**config.mk**
```make
export PLATFORM = sky130hd
export DESIGN_NAME = unified_mem_arbiter_flat
export DESIGN_NICKNAME = d
export VERILOG_FILES = /design/src/rtl/unified_mem_arbiter_if.sv /design/src/rtl/unified_mem_arbiter.sv /design/src/flat_wrapper.sv
export SDC_FILE = /design/constraint.sdc
export NUM_CORES = 1
export LEC_CHECK = 0
export ABC_AREA = 0
export CAP_MARGIN = 20
export CORE_AREA = 3 3 127 222
export CTS_BUF_LIST = sky130_fd_sc_hd__clkbuf_2
export DETAILED_ROUTE_END_ITERATION = 6
export DIE_AREA = 0 0 130 225
export PLACE_DENSITY = 0.78
export SLEW_MARGIN = 20
export SYNTH_ARGS = -nofsm -noshare
export SYNTH_HDL_FRONTEND = slang
export SYNTH_SLANG_ARGS = --single-unit
export TNS_END_PERCENT = 10
```
**constraint.sdc**
```tcl
create_clock -name clk -period 10.5 [get_ports clk]
set_clock_uncertainty 0.1 [all_clocks]
set_input_delay 2.1 -clock clk [delete_from_list [all_inputs] [get_ports clk]]
set_output_delay 2.1 -clock clk [all_outputs]
set_load 0.01 [all_outputs]
```
**src/rtl/unified_mem_arbiter_if.sv**
```systemverilog
// Bus bundle for the unified memory arbiter: data-cache port, instruction-cache
// port and the single-ported backing-memory port.
// The slave modport is the arbiter's view; the master modport is the
// environment's view (caches + memory).
interface unified_mem_arbiter_if;
  logic         d_read;
  logic         d_write;
  logic [5:0]   d_address;
  logic [31:0]  d_writedata;
  logic [31:0]  d_readdata;
  logic         d_busywait;

  logic         i_read;
  logic [5:0]   i_address;
  logic [127:0] i_readdata;
  logic         i_busywait;

  logic         m_read;
  logic         m_write;
  logic [8:0]   m_address;
  logic [31:0]  m_writedata;
  logic [31:0]  m_readdata;
  logic         m_busywait;

  modport slave (
    input  d_read, d_write, d_address, d_writedata,
    output d_readdata, d_busywait,
    input  i_read, i_address,
    output i_readdata, i_busywait,
    output m_read, m_write, m_address, m_writedata,
    input  m_readdata, m_busywait
  );

  modport master (
    output d_read, d_write, d_address, d_writedata,
    input  d_readdata, d_busywait,
    output i_read, i_address,
    input  i_readdata, i_busywait,
    input  m_read, m_write, m_address, m_writedata,
    output m_readdata, m_busywait
  );
endinterface

```
**src/rtl/unified_mem_arbiter.sv**
```systemverilog
// Unified memory arbiter: shares one word-wide backing memory between a
// data cache (single-word block access) and an instruction cache (4-word
// block fetch).
//
// Optional feature macro ROUND_ROBIN_EN: when defined, simultaneous requests
// seen in IDLE are granted alternately; otherwise the data port always wins.
//
// state   | meaning
// --------+-------------------------------------------------------------
// IDLE    | no transaction; arbitrate pending requests
// D_ACC   | data word access in flight on the memory port
// I_FETCH | instruction beat in flight (beat counter selects the word)
// GAP     | one idle memory cycle between instruction beats
// D_DONE  | data result valid, D_BUSYWAIT released for one cycle
// I_DONE  | fetched block valid, I_BUSYWAIT released for one cycle
module unified_mem_arbiter (
  input  logic                  clk,
  input  logic                  reset,
  unified_mem_arbiter_if.slave  bus
);

  typedef enum logic [2:0] {
    IDLE    = 3'd0,
    D_ACC   = 3'd1,
    I_FETCH = 3'd2,
    GAP     = 3'd3,
    D_DONE  = 3'd4,
    I_DONE  = 3'd5
  } state_t;

  state_t       state, state_nxt;
  logic [1:0]   beat, beat_nxt;

  logic         m_read_q, m_read_nxt;
  logic         m_write_q, m_write_nxt;
  logic [8:0]   m_address_q, m_address_nxt;
  logic [31:0]  m_writedata_q, m_writedata_nxt;

  logic [31:0]  d_readdata_q;
  logic [127:0] i_readdata_q;
  logic [95:0]  stage;

  // seen_busy: the current beat has observed M_BUSYWAIT high at least once,
  // so a low busywait now really means "word finished".
  logic         seen_busy;
  // lost: the granted requester dropped its request during this transaction.
  logic         lost;

  logic         d_req, i_req;
  logic         beat_done;
  logic         d_lost_now, i_lost_now;
  logic         pick_d;

  assign d_req      = bus.d_read | bus.d_write;
  assign i_req      = bus.i_read;
  assign beat_done  = (m_read_q | m_write_q) & ~bus.m_busywait & seen_busy;
  assign d_lost_now = lost | ~d_req;
  assign i_lost_now = lost | ~i_req;

`ifdef ROUND_ROBIN_EN
  // rr_ptr: 0 favours data, 1 favours instruction on a same-cycle conflict.
  logic rr_ptr;
  logic contested;

  assign pick_d = d_req & (~i_req | ~rr_ptr);

  // Remember whether the grant was contested; flip priority once it completes.
  always_ff @(posedge clk or posedge reset) begin
    if (reset) begin
      rr_ptr    <= 1'b0;
      contested <= 1'b0;
    end else begin
      if (state == IDLE)
        contested <= d_req & i_req;
      if ((state == D_DONE || state == I_DONE) && contested)
        rr_ptr <= ~rr_ptr;
    end
  end
`else
  assign pick_d = d_req;
`endif

  // State and beat counter registers.
  always_ff @(posedge clk or posedge reset) begin
    if (reset) begin
      state <= IDLE;
      beat  <= 2'd0;
    end else begin
      state <= state_nxt;
      beat  <= beat_nxt;
    end
  end

  // Next-state logic and next values of the registered memory-port outputs.
  always_comb begin
    state_nxt       = state;
    beat_nxt        = beat;
    m_read_nxt      = m_read_q;
    m_write_nxt     = m_write_q;
    m_address_nxt   = m_address_q;
    m_writedata_nxt = m_writedata_q;

    case (state)
      IDLE: begin
        if (pick_d) begin
          state_nxt       = D_ACC;
          m_read_nxt      = bus.d_read;
          m_write_nxt     = bus.d_write;
          m_address_nxt   = {1'b1, 2'b00, bus.d_address};
          m_writedata_nxt = bus.d_writedata;
        end else if (i_req) begin
          state_nxt     = I_FETCH;
          beat_nxt      = 2'd0;
          m_read_nxt    = 1'b1;
          m_write_nxt   = 1'b0;
          m_address_nxt = {1'b0, bus.i_address, 2'b00};
        end
      end

      D_ACC: begin
        if (beat_done) begin
          m_read_nxt  = 1'b0;
          m_write_nxt = 1'b0;
          state_nxt   = d_lost_now ? IDLE : D_DONE;
        end
      end

      I_FETCH: begin
        if (beat_done) begin
          m_read_nxt = 1'b0;
          if (i_lost_now)
            state_nxt = IDLE;
          else if (beat == 2'd3)
            state_nxt = I_DONE;
          else begin
            state_nxt = GAP;
            beat_nxt  = beat + 2'd1;
          end
        end
      end

      GAP: begin
        if (i_lost_now) begin
          state_nxt = IDLE;
        end else begin
          // Block address is kept from the first beat; only the word index moves.
          state_nxt     = I_FETCH;
          m_read_nxt    = 1'b1;
          m_address_nxt = {m_address_q[8:2], beat};
        end
      end

      D_DONE:  state_nxt = IDLE;
      I_DONE:  state_nxt = IDLE;
      default: state_nxt = IDLE;
    endcase
  end

  // Memory-port output registers, beat tracking and read-data capture.
  always_ff @(posedge clk or posedge reset) begin
    if (reset) begin
      m_read_q      <= 1'b0;
      m_write_q     <= 1'b0;
      m_address_q   <= 9'd0;
      m_writedata_q <= 32'd0;
      seen_busy     <= 1'b0;
      lost          <= 1'b0;
      d_readdata_q  <= 32'd0;
      i_readdata_q  <= 128'd0;
      stage         <= 96'd0;
    end else begin
      m_read_q      <= m_read_nxt;
      m_write_q     <= m_write_nxt;
      m_address_q   <= m_address_nxt;
      m_writedata_q <= m_writedata_nxt;

      if (beat_done || !(m_read_q || m_write_q))
        seen_busy <= 1'b0;
      else if (bus.m_busywait)
        seen_busy <= 1'b1;

      if (state == IDLE)
        lost <= 1'b0;
      else if ((state == D_ACC && !d_req) ||
               ((state == I_FETCH || state == GAP) && !i_req))
        lost <= 1'b1;

      if (state == D_ACC && beat_done && m_read_q && !d_lost_now)
        d_readdata_q <= bus.m_readdata;

      // Words 0..2 are staged so I_READDATA only changes on a full block.
      if (state == I_FETCH && beat_done) begin
        case (beat)
          2'd0: stage[31:0]  <= bus.m_readdata;
          2'd1: stage[63:32] <= bus.m_readdata;
          2'd2: stage[95:64] <= bus.m_readdata;
          default: begin
            if (!i_lost_now)
              i_readdata_q <= {bus.m_readdata, stage};
          end
        endcase
      end
    end
  end

  assign bus.m_read      = m_read_q;
  assign bus.m_write     = m_write_q;
  assign bus.m_address   = m_address_q;
  assign bus.m_writedata = m_writedata_q;
  assign bus.d_readdata  = d_readdata_q;
  assign bus.i_readdata  = i_readdata_q;
  assign bus.d_busywait  = d_req & (state != D_DONE);
  assign bus.i_busywait  = i_req & (state != I_DONE);

endmodule

```
**src/flat_wrapper.sv**
```systemverilog
// flat-port wrapper written by rule: the top's interface ports become plain ports
module unified_mem_arbiter_flat 
  (clk, reset, bus_d_read, bus_d_write, bus_d_address, bus_d_writedata, bus_d_readdata, bus_d_busywait, bus_i_read, bus_i_address, bus_i_readdata, bus_i_busywait, bus_m_read, bus_m_write, bus_m_address, bus_m_writedata, bus_m_readdata, bus_m_busywait);
  unified_mem_arbiter_if bus_i ();
  input  logic clk;
  input  logic reset;
  input wire logic [$bits(bus_i.d_read)-1:0] bus_d_read;
  input wire logic [$bits(bus_i.d_write)-1:0] bus_d_write;
  input wire logic [$bits(bus_i.d_address)-1:0] bus_d_address;
  input wire logic [$bits(bus_i.d_writedata)-1:0] bus_d_writedata;
  output wire logic [$bits(bus_i.d_readdata)-1:0] bus_d_readdata;
  output wire logic [$bits(bus_i.d_busywait)-1:0] bus_d_busywait;
  input wire logic [$bits(bus_i.i_read)-1:0] bus_i_read;
  input wire logic [$bits(bus_i.i_address)-1:0] bus_i_address;
  output wire logic [$bits(bus_i.i_readdata)-1:0] bus_i_readdata;
  output wire logic [$bits(bus_i.i_busywait)-1:0] bus_i_busywait;
  output wire logic [$bits(bus_i.m_read)-1:0] bus_m_read;
  output wire logic [$bits(bus_i.m_write)-1:0] bus_m_write;
  output wire logic [$bits(bus_i.m_address)-1:0] bus_m_address;
  output wire logic [$bits(bus_i.m_writedata)-1:0] bus_m_writedata;
  input wire logic [$bits(bus_i.m_readdata)-1:0] bus_m_readdata;
  input wire logic [$bits(bus_i.m_busywait)-1:0] bus_m_busywait;
  assign bus_i.d_read = bus_d_read;
  assign bus_i.d_write = bus_d_write;
  assign bus_i.d_address = bus_d_address;
  assign bus_i.d_writedata = bus_d_writedata;
  assign bus_d_readdata = bus_i.d_readdata;
  assign bus_d_busywait = bus_i.d_busywait;
  assign bus_i.i_read = bus_i_read;
  assign bus_i.i_address = bus_i_address;
  assign bus_i_readdata = bus_i.i_readdata;
  assign bus_i_busywait = bus_i.i_busywait;
  assign bus_m_read = bus_i.m_read;
  assign bus_m_write = bus_i.m_write;
  assign bus_m_address = bus_i.m_address;
  assign bus_m_writedata = bus_i.m_writedata;
  assign bus_i.m_readdata = bus_m_readdata;
  assign bus_i.m_busywait = bus_m_busywait;
  unified_mem_arbiter u_core (.clk(clk), .reset(reset), .bus(bus_i));
endmodule
```
==> results.sh <==
export IMPL_dp_hpwl_microns=18300
export IMPL_placement_rows=79
export IMPL_io_pins=287
export IMPL_grt_pass1_wl_microns=43100
export IMPL_p_leak_nw=8.11
export IMPL_synth_top_cells_by_count="306 x dfrtp_1, 122 x mux2_2, 120 x mux2_4"
export IMPL_fin_ws_ns=4.75
export IMPL_drt_pass1_iterations=4
export IMPL_cts_sinks=306
export IMPL_multi_input_area_sq_um=4320
export IMPL_fmax_ghz=0.174
export IMPL_cts_buffer_depth=3
export IMPL_numCtsBuffers=71
export IMPL_tightest_slew_ns=1.08
export IMPL_synth_top_area_share_pct=61.6
export IMPL_worstHoldEndpoint="u_core.bus.i_readdata[64]"
export IMPL_core_area_sq_um=26600
export IMPL_syn_area_sq_um=12400
export IMPL_rrSetupSlack_ns=7.46
export IMPL_reg2reg_depth=5
export IMPL_synth_edf_count=0
export IMPL_clk_pin_slew_ns=0.11
export IMPL_synth_most_common_cell="dfrtp_1"
export IMPL_crit_path_end_kind="output pin"
export IMPL_worstHoldStart="u_core.stage[64]"
export IMPL_htreeDepth=3
export IMPL_ys_seq_area_share_pct=61.6
export IMPL_hold_path_cell_count=1
export IMPL_synth_area_leader_cell="dfrtp_1"
export IMPL_drt_initial_drc_count=216
export IMPL_syn2layout_area_growth_pct=28.5
export IMPL_worstSetupPathType="in2out"
export IMPL_grt_pass1_vias=8044
export IMPL_grtUsageTotal_pct=19.1
export IMPL_finalSetupViolations=0
export IMPL_ir_drop_mv=0.133
export IMPL_io_buffers=286
export IMPL_synth_nets=880
export IMPL_fin_nets=1205
export IMPL_critical_path_arrival_ns=3.55
export IMPL_clk_insertion_delay_late_ns=0.91
export IMPL_synth_async_reset_ratio_pct=100
export IMPL_place_inst=1369
export IMPL_cap_viol_max_count=0
export IMPL_hold_viol=0
export IMPL_synth_flop_cell="dfrtp_1"
export IMPL_cts_setup_buffers=0
export IMPL_die_w_microns=130
export IMPL_grt_max_degree=169
export IMPL_synth_distinct_cells=41
export IMPL_final_seq_area_sq_um=7660
export IMPL_fin_crit_ns=5.75
export IMPL_final_setup_tns_ns=0
export IMPL_initial_core_util_pct=46.7
export IMPL_cts_root_buf="clkbuf_2"
export IMPL_hold_slack_ns=0.379
export IMPL_drv_slew=0
export IMPL_drc_errors=0
export IMPL_avgSynthCellArea_sq_um=15.7
export IMPL_cts_resized_gates=0
export IMPL_vias_per_cell=4.95
export IMPL_synthTopCellsByArea="dfrtp_1 62%, mux2_4 15%, mux2_2 11%"
export IMPL_route_vias_total=7394
export IMPL_grt_remaining_overflow=0
export IMPL_yosys_register_bits=306
export IMPL_num_fill_cells=2081
export IMPL_p_per_area_nw_per_um2=196
export IMPL_status="completed"
export IMPL_die_area_sq_um=29300
export IMPL_slew_headroom_pct=28.2
export IMPL_rsz0062_at_grt="false"
export IMPL_gp_congestion=0.845
export IMPL_fin_cells=1493
export IMPL_die_h_microns=225
export IMPL_required_ns=8.30
export IMPL_syn_inst=793
export IMPL_cts_hold_buf=0
export IMPL_cts_tree="built"
export IMPL_cp_start_kind="input port"
export IMPL_drive_above_1_share_pct=31.4
export IMPL_fin_total_pwr_mw=3.12
export IMPL_rr_startpoint="u_core.bus.m_read"
export IMPL_antenna_found_initial=1
export IMPL_reg2reg_to="u_core.bus.i_readdata[119]"
export IMPL_min_path_type="reg2reg"
export IMPL_wire_per_inst_microns=18.4
export IMPL_post_route_period_util_pct=54.7
export IMPL_yosysWarnings=0
export IMPL_critPathMaxFanout=8
export IMPL_final_antenna_net_count=0
export IMPL_drt_wl_total_microns=27500
export IMPL_place_ws_ns=4.77
-- worst max-delay path, cell delays in order --
cell,delay [ns]
clkdlybuf4s50_1,0.48
nor2_2,0.39
a21oi_1,0.08
clkdlybuf4s50_1,0.50
-- layout make-up --
type | count | share of cell area (%)
Inverter | 6 | 0.165
Timing Repair Buffer | 291 | 18.2
Clock buffer | 99 | 3.10
Antenna cell | 1 | 0.0157
Tap cell | 324 | 2.54
Multi-Input combinational cell | 442 | 27.0
Clock inverter | 24 | 0.917
Sequential cell | 306 | 48.0
-- metal layers --
| layer | track usage [%] | up-vias | share of wire, % |
|---|---|---|---|
| met1 | 20.9 | 3739 | 38 |
| met4 | 7.72 | 0 | 1.9 |
| li1 | - | 3409 | - |
| met5 | 0 | - | 0 |
| met3 | 5.55 | 29 | 5.5 |
| met2 | 34.2 | 217 | 55 |
-- placed cells by master (no fill, tap or decap), types with 2 or more instances in the layout --
cell type / instances
clkbuf_2: 99
nand2_2: 4
a21oi_1: 10
clkinv_1: 17
clkdlybuf4s50_1: 286
and2b_1: 2
a22o_1: 2
mux2_1: 16
o22ai_1: 4
nor2_1: 12
nand3_1: 5
inv_1: 5
bufinv_16: 2
nor3_2: 2
clkinv_2: 3
nand2_1: 102
mux2i_1: 6
ha_1: 5
buf_4: 4
nor3_1: 3
and3_1: 2
inv_2: 2
mux2_2: 122
nor2b_1: 3
dfrtp_1: 306
a31oi_1: 2
o21ai_0: 3
mux2_4: 120
nand2b_1: 2
-- registers in the layout, summed over array words and instances, names as in the netlist --
signal	cells
u_core.lost	1
u_core.bus.m_write	1
u_core.bus.i_readdata	128
u_core.bus.m_address	9
u_core.bus.m_read	1
u_core.bus.d_readdata	32
u_core.seen_busy	1
u_core.beat	2
u_core.bus.m_writedata	32
u_core.state	3
u_core.stage	96
-- kinds of logic after synthesis --
logic type / count (synthesis) / share of synthesized area (%)
compound gates: 25 / 1.23
fa+ha+maj: 5 / 0.504
flops: 306 / 61.6
simple gates: 148 / 5.42
mux: 264 / 27.5
buf+inv: 45 / 3.71
-- worst max path at each step --
stage | from | end | slack [ns] | cells past startpoint
global route | bus_i_read | bus_i_busywait | 4.69 | 3
finish | bus_d_write | bus_d_busywait | 4.75 | 4
CTS | bus_d_write | bus_d_busywait | 4.77 | 4
detailed placement | bus_d_write | bus_d_busywait | 4.77 | 4
global placement | bus_d_write | bus_d_busywait | 4.78 | 4
floorplan | reset | u_core.beat[0] | 4.23 | 1
-- power by group --
| group | total [mW] | internal [mW] | switching, mW |
|---|---|---|---|
| sequential | 1.52 | 1.39 | 0.127 |
| combinational | 0.846 | 0.453 | 0.393 |
| clock | 0.758 | 0.303 | 0.454 |
| total | 3.12 | 2.15 | 0.974 |
-- through the flow --
step | util [%] | cell area [sq um]
final | 60.0 | 16000
after global routing | 60.0 | 16000
after CTS | 60.0 | 16000
after detailed placement | 57.6 | 15300
after global placement | 57.6 | 15300
after floorplan | - | 12400
Power figures use the tool's default switching activity.
